===== config.mk =====
export PLATFORM = sky130hd
export DESIGN_NAME = vend_ctrl
export DESIGN_NICKNAME = d
export VERILOG_FILES = /design/src/rtl/vend_pkg.sv /design/src/rtl/vend_pacer.sv /design/src/rtl/vend_ctrl.sv
export SDC_FILE = /design/constraint.sdc
export NUM_CORES = 1
export LEC_CHECK = 0
export ABC_AREA = 1
export CORE_UTILIZATION = 51
export CTS_CLUSTER_DIAMETER = 30
export CTS_CLUSTER_SIZE = 28
export DETAILED_ROUTE_END_ITERATION = 10
export PLACE_DENSITY = 0.77
export SYNTH_ARGS = -nofsm -noshare
export SYNTH_HDL_FRONTEND = slang
export SYNTH_SLANG_ARGS = --single-unit

===== constraint.sdc =====
create_clock -name clk -period 2.5 [get_ports clk]
set_clock_uncertainty 0.05 [all_clocks]
set_input_delay 0.5 -clock clk [delete_from_list [all_inputs] [get_ports clk]]
set_output_delay 0.5 -clock clk [all_outputs]
set_load 0.01 [all_outputs]

===== src/rtl/vend_pkg.sv =====
// Shared types and constants for the vending-machine sequencer.
package vend_pkg;

   localparam int unsigned CREDIT_W    = 8;
   localparam int unsigned SUM_W       = CREDIT_W + 1;

   localparam int unsigned COIN_10_VAL = 1;
   localparam int unsigned COIN_20_VAL = 2;
   localparam int unsigned COIN_50_VAL = 5;

   typedef enum logic [1:0] {
      IDLE,
      COLLECT,
      VEND,
      RETURN
   } state_t;

endpackage


===== src/rtl/vend_pacer.sv =====
// Change-return pacer: ticks on the first enabled cycle, then every CHG_GAP cycles.
module vend_pacer #(
   parameter int unsigned CHG_GAP = 3
) (
   input  logic clk,
   input  logic rst_n,
   input  logic en,
   output logic tick_c
);

   localparam int unsigned CNT_W = (CHG_GAP > 1) ? $clog2(CHG_GAP) : 1;
   localparam logic [CNT_W-1:0] RELOAD = CNT_W'(CHG_GAP - 1);

   logic [CNT_W-1:0] cnt;
   logic             en_q;

   // A rising enable restarts the cadence regardless of the leftover count.
   assign tick_c = en && (!en_q || (cnt == '0));

   always_ff @(posedge clk) begin
      if (!rst_n) begin
         cnt  <= '0;
         en_q <= 1'b0;
      end else begin
         en_q <= en;
         if (!en) begin
            cnt <= '0;
         end else if (tick_c) begin
            cnt <= RELOAD;
         end else begin
            cnt <= cnt - CNT_W'(1);
         end
      end
   end

endmodule


===== src/rtl/vend_ctrl.sv =====
// Vending-machine sequencer: credit tracking, dispense hold and paced change return.
// Optional sales counter output enabled by defining VEND_SALES_CNT_EN.
module vend_ctrl
   import vend_pkg::*;
#(
   parameter int unsigned PRICE       = 6,
   parameter int unsigned CREDIT_MAX  = 15,
   parameter int unsigned DISP_CYCLES = 4,
   parameter int unsigned CHG_GAP     = 3
) (
   input  logic       clk,
   input  logic       rst_n,
   input  logic       coin_10,
   input  logic       coin_20,
   input  logic       coin_50,
   input  logic       vend,
   input  logic       cancel,
   output logic [7:0] credit,
   output logic       dispense,
   output logic       change_out,
   output logic       coin_reject,
   output logic       low_credit,
`ifdef VEND_SALES_CNT_EN
   output logic [15:0] sales_cnt,
`endif
   output logic       busy
);

   localparam int unsigned DISP_W = (DISP_CYCLES > 1) ? $clog2(DISP_CYCLES) : 1;
   localparam logic [DISP_W-1:0]   DISP_LAST    = DISP_W'(DISP_CYCLES - 1);
   localparam logic [CREDIT_W-1:0] PRICE_C      = CREDIT_W'(PRICE);
   localparam logic [SUM_W-1:0]    CREDIT_MAX_C = SUM_W'(CREDIT_MAX);

   state_t              state, state_nxt;
   logic [CREDIT_W-1:0] credit_nxt;
   logic [DISP_W-1:0]   disp_cnt, disp_cnt_nxt;
   logic                dispense_nxt;
   logic                reject_nxt;
   logic                low_nxt;
   logic                coin_any_c;
   logic [SUM_W-1:0]    coin_sum_c;
   logic [SUM_W-1:0]    credit_sum_c;
   logic                pacer_en_c;
   logic                pacer_tick_c;

   assign coin_any_c   = coin_10 | coin_20 | coin_50;
   assign coin_sum_c   = SUM_W'(coin_10) * SUM_W'(COIN_10_VAL)
                       + SUM_W'(coin_20) * SUM_W'(COIN_20_VAL)
                       + SUM_W'(coin_50) * SUM_W'(COIN_50_VAL);
   assign credit_sum_c = SUM_W'(credit) + coin_sum_c;

   // Pacer runs on the cycle before each RETURN cycle so change_out lands in RETURN.
   assign pacer_en_c = (state_nxt == RETURN);

   vend_pacer #(
      .CHG_GAP (CHG_GAP)
   ) u_pacer (
      .clk    (clk),
      .rst_n  (rst_n),
      .en     (pacer_en_c),
      .tick_c (pacer_tick_c)
   );

   always_comb begin
      state_nxt    = state;
      credit_nxt   = credit;
      disp_cnt_nxt = disp_cnt;
      dispense_nxt = 1'b0;
      reject_nxt   = 1'b0;
      low_nxt      = 1'b0;
      case (state)
         IDLE, COLLECT: begin
            if (cancel && (credit != '0)) begin
               state_nxt  = RETURN;
               reject_nxt = coin_any_c;
            end else if (vend && (credit >= PRICE_C)) begin
               state_nxt    = VEND;
               credit_nxt   = credit - PRICE_C;
               dispense_nxt = 1'b1;
               disp_cnt_nxt = DISP_LAST;
               reject_nxt   = coin_any_c;
            end else begin
               low_nxt = vend;
               if (coin_any_c) begin
                  if (credit_sum_c <= CREDIT_MAX_C) begin
                     credit_nxt = credit_sum_c[CREDIT_W-1:0];
                     state_nxt  = COLLECT;
                  end else begin
                     reject_nxt = 1'b1;
                  end
               end
            end
         end
         VEND: begin
            reject_nxt = coin_any_c;
            if (disp_cnt != '0) begin
               dispense_nxt = 1'b1;
               disp_cnt_nxt = disp_cnt - DISP_W'(1);
            end else begin
               state_nxt = (credit != '0) ? RETURN : IDLE;
            end
         end
         RETURN: begin
            reject_nxt = coin_any_c;
            // The registered pulse drives the decrement on the following edge.
            if (change_out && (credit != '0)) begin
               credit_nxt = credit - CREDIT_W'(1);
               if (credit == CREDIT_W'(1)) begin
                  state_nxt = IDLE;
               end
            end
         end
         default: begin
            state_nxt = IDLE;
         end
      endcase
   end

   always_ff @(posedge clk) begin
      if (!rst_n) begin
         state       <= IDLE;
         credit      <= '0;
         disp_cnt    <= '0;
         dispense    <= 1'b0;
         change_out  <= 1'b0;
         coin_reject <= 1'b0;
         low_credit  <= 1'b0;
         busy        <= 1'b0;
      end else begin
         state       <= state_nxt;
         credit      <= credit_nxt;
         disp_cnt    <= disp_cnt_nxt;
         dispense    <= dispense_nxt;
         change_out  <= pacer_tick_c;
         coin_reject <= reject_nxt;
         low_credit  <= low_nxt;
         busy        <= (state_nxt == VEND) || (state_nxt == RETURN);
      end
   end

`ifdef VEND_SALES_CNT_EN
   logic sale_c;

   assign sale_c = (state_nxt == VEND) && (state != VEND);

   always_ff @(posedge clk) begin
      if (!rst_n) begin
         sales_cnt <= '0;
      end else if (sale_c) begin
         sales_cnt <= sales_cnt + 16'(1);
      end
   end
`endif

endmodule


=== Yosys cells after proc, flatten, opt, wreduce, memory -nomap -nowiden ===
Cells that the tools add are included.

* Word-level logic and storage cells: 87
* ROM bits: 0
* Output and inout port bits: 13
* Bits in latches: 0
* Memories: 0
* Input bits: 7
* Bits in writable memories: 0
* Register bits after elaboration: 20

* Shifts and indexed selects: 0
* Divide/modulo/power cells: 0
* Bitwise gates (word level): 5
* Equality and inequality tests: 12
* Multiply operators: 1
* $lt $le $gt $ge: 2
* Reduce and logical (&&, ||, !) cells: 20
* Muxes and demuxes: 29
* $add $sub $neg: 7

{| class="wikitable"
|+ Operators by type and width
! operator !! count
|-
| $mux W8 || 5
|-
| $mux W2 || 12
|-
| $pmux W8 S2 || 1
|-
| $add A8 B5 Y9 || 1
|-
| $le A9 B4 Y1 const B || 1
|-
| $eq A2 B2 Y1 const B || 4
|-
| $eq A8 B1 Y1 const B || 1
|-
| $ge A8 B3 Y1 const B || 1
|-
| $ne A2 B2 Y1 const B || 4
|-
| $reduce_bool A8 Y1 || 1
|-
| $sub A8 B1 Y8 const B || 1
|-
| $sub A8 B3 Y8 const B || 1
|-
| $mux W1 || 7
|-
| $ne A3 B3 Y1 const B || 2
|-
| $pmux W2 S3 || 1
|-
| $reduce_bool A2 Y1 || 3
|-
| $add A3 B4 Y5 || 1
|-
| $reduce_and A5 Y1 || 1
|-
| $logic_and A1 B1 Y1 || 4
|-
| $logic_not A2 Y1 || 2
|-
| $mul A1 B3 Y4 const B || 1
|-
| $pmux W1 S2 || 2
|-
| $pmux W2 S2 || 1
|-
| $reduce_and A4 Y1 || 1
|-
| 11 further kinds || 17
|}

=== Longest topological paths before layout ===
* Word-level depth: 12
* Depth in mapped cells: 18
* Mapped depth without buffers: 17

=== Cells and area by module ===
Synthesis repeated with hierarchy kept, for this count alone.

* Cells, all modules: 257
* Area total of the unflattened synthesis: 1,641.6 um^2

{| class="wikitable"
|+ By module, submodules not included
! module !! times used !! area an instance (um^2) !! cells an instance !! sequential area each (um^2)
|-
| vend_ctrl || 1 || 1,521.5 || 242 || 320.3
|-
| vend_pacer || 1 || 120.1 || 15 || 60.1
|}

=== Worst setup path after synthesis ===
OpenSTA, ideal clock, no wires.

* Kind: input-to-reg
* Start: in coin_20
* End: reg credit[4]
* Setup slack: -27 ps
* Stages: 17
* Required time: 2,336 ps
* Data arrival time: 2,363 ps
* Library setup time: 114 ps
* Path buffers: 1
* Path through: ha_1 -> ha_1 -> inv_1 -> fa_1 -> inv_1 -> nand2_1 -> nand2_1 -> nand2_1 -> nand2_1 -> nand2_2 -> nor2_4 -> nand3_4 -> nand2_4 -> nand3_4 -> buf_12 -> nor2_1 -> nor2_2

* Longest elaborated chain between the ends: 8
* Elaborated cells between the ends (all ways): 14
* Classes of those cells: 3 x add/sub; 1 x order compare; 2 x eq/ne; 5 x mux; 2 x bitwise; 1 x reduce/logical

{| class="wikitable"
|+ RTL lines
! item !! line !! text
|-
| start: declaration || vend_ctrl.sv:14 || <nowiki>input logic coin_20,</nowiki>
|-
| branches (longest 8 deep; another with $add A8 B5 Y9) || -- ||
|-
| end signal: assignment || vend_ctrl.sv:131 || <nowiki>credit <= credit_nxt;</nowiki>
|-
| end: declaration || vend_ctrl.sv:18 || <nowiki>output logic [7:0] credit,</nowiki>
|}

Parallel ways; which one is timed is not known. The select of a mux whose other input is x is not followed.
A chain may end at the register's enable or synchronous reset.

=== Final worst setup path ===
* Start: in coin_10
* End: reg credit[0]

* Longest elaborated chain between the ends: 8
* Elaborated cells between the ends (all ways): 14
* Classes of those cells: 3 x add/sub; 1 x order compare; 2 x eq/ne; 5 x mux; 2 x bitwise; 1 x reduce/logical

{| class="wikitable"
|+ RTL lines
! item !! line !! text
|-
| start: declaration || vend_ctrl.sv:13 || <nowiki>input logic coin_10,</nowiki>
|-
| branches (longest 8 deep; another with $add A8 B5 Y9) || -- ||
|}

Parallel ways; which one is timed is not known. The select of a mux whose other input is x is not followed.

==> metrics.txt <==
DR WL met2=2.12 mm; Hold WC Path Type=reg -> reg; hold endpoint=u_pacer.cnt[0]; GPL Wtd Cong=0.878; Synth area leaders=dfxtp_1 22%, nand2_1 11%, ha_1 9.4%; num ports=20; placed inst area=~2100 um2; layout net count=319; Fmax=411 MHz; Worst Setup Start Kind=input pin; layout cell share with drive strength beyond 1=29.4%; Syn Nets=280; Tmin final=2430 ps; cell repeated most along the worst path=nand2_2; CTS H-tree depth=1; Synth cell types=36; Synth Instances=around 260; max-slew violations=0; CTS root buffer=clkbuf_4; max layer used=met4; row count=20; n_diodes=0; remaining antenna violation count=0; CTS tree=built; clk sinks=19; final wirelength=between 4 and 5 mm; largest net degree at the start of global routing=15; HP Start=u_pacer.cnt[0]; Setup Crit Path Kind=in -> reg; fin util=between 60 and 70%; Critical Path AT=2630 ps; Vias=1,761; warnings from Yosys=0; Die X-Extent=60.4 um; fin area=2180 um2; Post-CTS Hold Buffers=0; Worst Max-Slew Pin Slew=~470 ps; global route overflow=0; met3 WL=about 320 um; Crit path largest cell delay=420 ps; reg-to-reg endpoint=credit[0]; P&R area growth vs syn=25.5%; R2R Setup Slk=approximately 80 ps; # DRC=0; Worst Setup End Kind=flop; die area=3650 um2; Die Y=60.4 um; DRT Pass-1 Iters=4; number of buffers created by CTS=3; Via density=5.18; Design Power=2.73 mW; outcome=finished, final reports clean; Synth Flop Type=dfxtp_1; cell depth of the worst hold path=3; GRT Total Usage=around 26%; HPWL after DPL=between 3 and 4 mm; RSZ-0062 raised after global routing=yes; Post-synth EDFFs=0; mean post-synth cell area=6.74 um2; final hold vios=0; Critical Path Slowest Stage Cell=fa_2; Yosys reg bits=19; number of max-cap violations=0; post-synth top area cell=dfxtp_1; WL per Instance=12.5 um; Iter 0 DRT Violations=101; Peak VDD IR=about 640 uV; static leakage=1.05 nW; DP Cell Count=approximately 330; max_slew headroom=68.3%; # setup viols final=0; clk buf depth=2; P per Cell Area=1250 nW/um2; initial antenna violation count=0; core area=3150 um2; register area share after synthesis=a little over a fifth; Cell Area, Synth=1740 um2; Post-synth ARST share=0%; DRT met1 WL=1.78 mm; first-pass GRT wire length=6.93 mm; post-synth top area share=21.9%; Finished Layout Cells=340; post-route setup TNS=0 ps; Final period util=97.2%; crit path max fanout=3; worst r2r src=credit[0]; Initial Util=55.1%; worst path cell trace=clkbuf_2 > fa_2 > ha_4 > inv_2 > fa_2 > inv_2 > nand2_2 > nand2_2 > buf_4 > nand3_2 > nand2_2 > nor2_4 > nand3_4 > nand2_4 > buf_6 > nand3_4 > nand2_2 > nand2_1 > nor2_1; WP data required=between 2000 and 3000 ps; Skew-Pair Late Insertion Delay=310 ps; clk slew on worst S/H paths=around 120 ps; I/O Buffers=19; R2R cell count=18; vias in the first global route=approximately 1,500
-- layer usage --
metal	track usage [%]	vias up
met5	0	-
met4	6.31	0
met2	42.4	59
met1	34.6	781
li1	-	915
met3	4.48	6
-- critical path, delay by kind of cell --
kind	cells	cell delay, ps
adders and majority gates	3	810
buffers and inverters	5	460
and+or+nand+nor	11	840
-- registers in the layout, summed over array words and instances, names as in the netlist --
register	count
busy	1
change_out	1
coin_reject	1
credit	8
disp_cnt	2
dispense	1
low_credit	1
state	1
u_pacer.cnt	2
u_pacer.en_q	1
-- how the worst max path moves through the flow --
stage / endpoint / depth (start not counted) / start
after floorplan: credit[3] / 17 / coin_20
after global placement: credit[0] / 17 / coin_10
after detailed placement: credit[5] / 17 / coin_20
after CTS: credit[0] / 19 / coin_20
after global routing: credit[0] / 18 / credit[0]
final: credit[0] / 19 / coin_10
-- power breakdown --
group	total (mW)	internal, mW	switching [mW]	leakage, nW
Sequential	0.528	0.412	0.116	0.158
Combinational	2.04	0.826	1.22	0.875
Clock	0.165	0.0597	0.105	0.0177
Total	2.73	1.30	1.44	1.05
-- synth_stat cells (3+ instances only) --
library cell,n
a21oi_1,10
o21ai_0,10
inv_2,5
nor2_2,13
nand3_1,31
nand2_1,52
o21ai_1,3
nor3_1,5
dfxtp_1,19
ha_1,13
nor2_4,3
inv_1,31
nand2_2,13
nor2_1,21
-- cell type report --
| cell class | count | area, um2 |
|---|---|---|
| flip-flops and latches | 19 | 383 |
| multi-input cells | 198 | 1250 |
| well taps | 44 | 55.1 |
| clock inverters | 1 | 5.00 |
| fillers | 282 | 972 |
| clock buffers | 3 | 22.5 |
| inverters | 37 | 141 |
| repair buffers | 38 | 322 |
-- placed cells by master, fill, tap and decap left out, types with 3 or more instances in the layout --
cell / count
nand2_2: 17
ha_4: 3
ha_1: 10
nor2_2: 14
nor2_4: 3
clkdlybuf4s50_1: 16
nand3_2: 3
nand3_4: 4
o21ai_1: 3
nand3_1: 29
inv_1: 29
buf_4: 18
nand2_1: 48
inv_2: 7
clkbuf_4: 3
dfxtp_1: 17
o21ai_0: 10
nor3_1: 5
nor2_1: 20
a21oi_1: 10
-- repair_timing --
action                     4_1_cts  5_1_grt
setup buffers                    0        4
pin swaps                        2       11
resized for setup                7       19
cloned                           1        0
setup endpoints to repair       13       13
-- per-stage QoR --
stage	hold slack, ps	setup slack (ps)
after floorplan	410	1.10
after global placement	425	-520
after detailed placement	430	-575
after CTS	449	6.18
after global routing	479	-80.5
final	445	69.3
-- logic make-up (layout without fill, tap and decap cells) --
| group | Yosys count | count (layout) | synth area share [%] |
|---|---|---|---|
| and+or+nand+nor | 148 | 149 | 43.4 |
| buffers and inverters | 42 | 79 | 11.2 |
| adders and majority gates | 15 | 15 | 11.7 |
| AOI/OAI and AO/OA | 32 | 32 | 10.8 |
| xor gates and xnor gates | 2 | 2 | 1.01 |
| DFF | 19 | 19 | 21.9 |
(Power assumes the default switching activity.)
==> edit 1, RTL diff (config.mk and constraints unchanged) <==
The parameter `DISP_CYCLES` goes from 4 to 2.
--- a/src/rtl/vend_ctrl.sv
+++ b/src/rtl/vend_ctrl.sv
@@ -6,5 +6,5 @@
    parameter int unsigned PRICE       = 6,
    parameter int unsigned CREDIT_MAX  = 15,
-   parameter int unsigned DISP_CYCLES = 4,
+   parameter int unsigned DISP_CYCLES = 2,
    parameter int unsigned CHG_GAP     = 3
 ) (
Behaviour: not the same (a bounded check fails within 10 cycles, from zero or initial values and one cycle with rst_n low).
==> edit 1 against the unedited design <==
The run now ends with design-rule violations left; cell count shrank 10%; total power down 10%; first-iteration DRC count shrank 12%; synthesized area is 7.9% lower; via count fell by 7.8%; setup slack gained 60 ps; count of clock-buffer cells in the layout stayed put; combinational power fell by 12%; critical path depth decreased by 5; sequential cell count stayed put; final area is 9.5% lower; synthesized cell count shrank 5.0%; wire length decreased by 11%; largest power group unchanged; highest routed layer unchanged.
==> edit 1: results <==
[finish]
nNonClkInverters = 34
seq_area_frac = 0.193
bufAreaShareNonClock = 0.138
largestRegisters = "credit: 8 flops, state: 2 flops, u_pacer.cnt: 2 flops"
multi_input_gates = 188
n_all_buffers = 30
final_area_um2 = 1970
multi_input_area_um2 = 1120
nFillCells = 249
clkCellAreaFrac = 0.0139
drive_gt1_frac = 0.200
final_cell_count_no_fill = 306

[timing]
tightest_slew_ps = 479

[run_status]
status = "complete, but fails checks"
violations = "design-rule violations"

[global_routing]
grt_first_pass_wirelength_um = 6200
grt_use_total = 0.237
grt_start_max_net_pins = 12
grt_pass1_vias = 1419

[detailed_routing]
routed_wl_um = 3790
drc = 2
vias_per_cell = 5.30
firstDrtPassIters = 7
drt_iter0_drc = 89
met2_length_um = 1690
route.met3.wl_um = 283

[critical_path]
cpPeakStageDelay_ps = 370
worstPathArrival_ps = 2540
critical_path.max_fanout = 7
critPathSlowestCell = "fa_2"
cp_top_family = "adder cells"
crit_path_start = "coin_50"

[place]
gp_congestion = 0.866
post-place-ws_ps = -575
hpwl_um = 2800
placed_cells = 301
dpl_cell_area_um2 = 1880

[power]
p_leak_nw = 0.962
pwr-share-seq = 0.205
vdd_drop_max_mv = 0.740
internal-power_mw = 1.17
power.density_nw_per_um2 = 1250

[yosys]
synthTopCellsByCount = "nand2_1 (58), nor2_1 (30), inv_1 (27)"
synth.distinct_cells = 31
ys_seq_area_frac = 0.238
synthAdderAreaFrac = 0.119
ys_top_cells_by_area = "dfxtp_1 (24%), nand2_1 (14%), ha_1 (9.4%)"
synthCells = 245
syn_nets = 266
synth-xor-area-share = 0.0109

[floorplan]
core-area_um2 = 2850
-- edit 1: cell count changes in the layout (fill, tap and decap cells not counted), sizes merged, moves of 2 or more --
cell    change
inv         -6
nand2       +3
clkinv      +3
o21ai       +2
buf         -9
nand3      -11
a31oi       -2
-- edit 1: what timing repair did --
action	CTS	global route
pin swaps	8	7
resized for setup	12	8
setup endpoints to repair	10	10
setup buffers	1	0
-- edit 1: final timing paths --
kind                            cells after the start                         to  slack [ps]
worst min register to register                      1  u_pacer.cnt[0]$_SDFF_PP0_         380
worst max register to register                     13     credit[6]$_SDFFE_PN0P_         160
worst min-delay path                                1  u_pacer.cnt[0]$_SDFF_PP0_         380
worst max-delay path                               14     credit[6]$_SDFFE_PN0P_         130
-- edit 1: layer usage --
metal,GRT usage,vias up
li1,-,843
met1,0.337,714
met2,0.371,64
met3,0.0536,2
met4,0.0408,0
met5,0,-
==> edit 2, RTL diff (same settings) <==
Without the edit above. Encoding of `state_t`: now Gray code (2 bits for 4 states).
--- a/src/rtl/vend_pkg.sv
+++ b/src/rtl/vend_pkg.sv
@@ -10,8 +10,8 @@
 
    typedef enum logic [1:0] {
-      IDLE,
-      COLLECT,
-      VEND,
-      RETURN
+      IDLE    = 2'b00,
+      COLLECT = 2'b01,
+      VEND    = 2'b11,
+      RETURN  = 2'b10
    } state_t;
 
Formal check against the unedited RTL: no difference found for any inputs over 10 cycles, from zero or initial values and one cycle with rst_n low; not proved beyond that.
==> edit 2 against the unedited design <==
The flow now finishes with violations (design-rule violations); highest routed layer unchanged; die area decreased by 8.4%; register-to-register slack improved by 95 ps; wire length fell by 2.3%; total power shrank 11%; sequential cell count unchanged; final area down 8.0%; setup slack better by 110 ps; synthesized area fell by 8.7%.
==> edit 2: results <==
[run_status]
violations = "design-rule violations"
status = "complete, but fails checks"

[place]
gp_congestion = 0.860
post-place-ws_ps = -647
dpl_cell_area_um2 = 1890
hpwl_um = 3020

[finish]
drive_gt1_frac = 0.191
fin_util = 0.704
layout.nets = 311

[timing]
slew_headroom = 0.687
holdWs_ps = 445

[detailed_routing]
routed_wl_um = 4170
via_count = 1737
firstDrtPassIters = 7
met2_length_um = 1890
drt_iter0_drc = 108
drc = 2

[yosys]
syn_nets = 274
synth.distinct_cells = 27
syn_avg_cell_area_um2 = 6.30
ys_seq_area_frac = 0.240
synthTopCellsByCount = "nand2_1 (64), nor2_1 (38), inv_1 (33)"

[critical_path]
critical_path.max_fanout = 7
cpPeakStageDelay_ps = 360
reg2reg_slack_ps = 180
critPathSlowestCell = "dfxtp_2"
rr_endpoint = "credit[2]$_SDFFE_PN0P_"
worstPathArrival_ps = 2550
timing.rr.start = "credit[1]$_SDFFE_PN0P_"

[power]
p_leak_nw = 0.989
vdd_drop_max_mv = 0.674
p_clk_frac = 0.074
internal-power_mw = 1.18

[global_routing]
grt_first_pass_wirelength_um = 7070
use_met3 = 0.0290
grt_start_max_net_pins = 14
use_met1 = 0.363
use_met2 = 0.442
grt_use_total = 0.275

[clocking]
clk_pin_slew_ps = 140
clock_path_buffers = 2
clock_latency_ps = 330
[edit 2: cell types whose count changed in the layout (fill, tap and decap cells not counted), sizes merged, moves of 2 or more]
cell | before | now
nand3 | 36 | 24
nor2 | 37 | 43
buf | 20 | 16
o21ai | 14 | 18
nand2 | 67 | 70
nor3 | 5 | 2
a21oi | 11 | 9
and2 | 0 | 2
o211ai | 2 | 4
[edit 2: worst max path at each step]
stage          cells past startpoint  slack [ps]              startpoint                      to
2_1_floorplan                     17          30                 coin_20  credit[3]$_SDFFE_PN0P_
3_3_place_gp                      16        -570                 coin_10  credit[5]$_SDFFE_PN0P_
3_5_place_dp                      18        -650                 coin_50  credit[2]$_SDFFE_PN0P_
4_1_cts                           19           4                 coin_20  credit[0]$_SDFFE_PN0P_
5_1_grt                           18         -10  credit[1]$_SDFFE_PN0P_  credit[0]$_SDFFE_PN0P_
6_report                          17         180  credit[1]$_SDFFE_PN0P_  credit[2]$_SDFFE_PN0P_
[edit 2: cell families (layout without fill, tap and decap cells)]
family,Yosys count,count (layout),synth area share
compound gates,33,33,0.115
xor+xnor,3,3,0.0166
fa+ha+maj,15,15,0.128
buf+inv,40,75,0.106
flops,19,19,0.240
simple gates,142,143,0.395
[edit 2: repair_timing]
| action | 4_1_cts | 5_1_grt |
|---|---|---|
| endpoints found under the setup margin | 14 | 12 |
| gates resized for setup | 15 | 13 |
| pin swaps | 8 | 10 |
| setup buffers | 1 | 1 |
| gates cloned | 1 | 0 |
[edit 2: final cells by class]
cell class	count	area share
Clock buffer	3	0.0112
Clock inverter	1	0.00249
Inverter	36	0.0686
Multi-Input combinational cell	194	0.559
Sequential cell	19	0.191
Tap cell	31	0.0193
Timing Repair Buffer	35	0.149
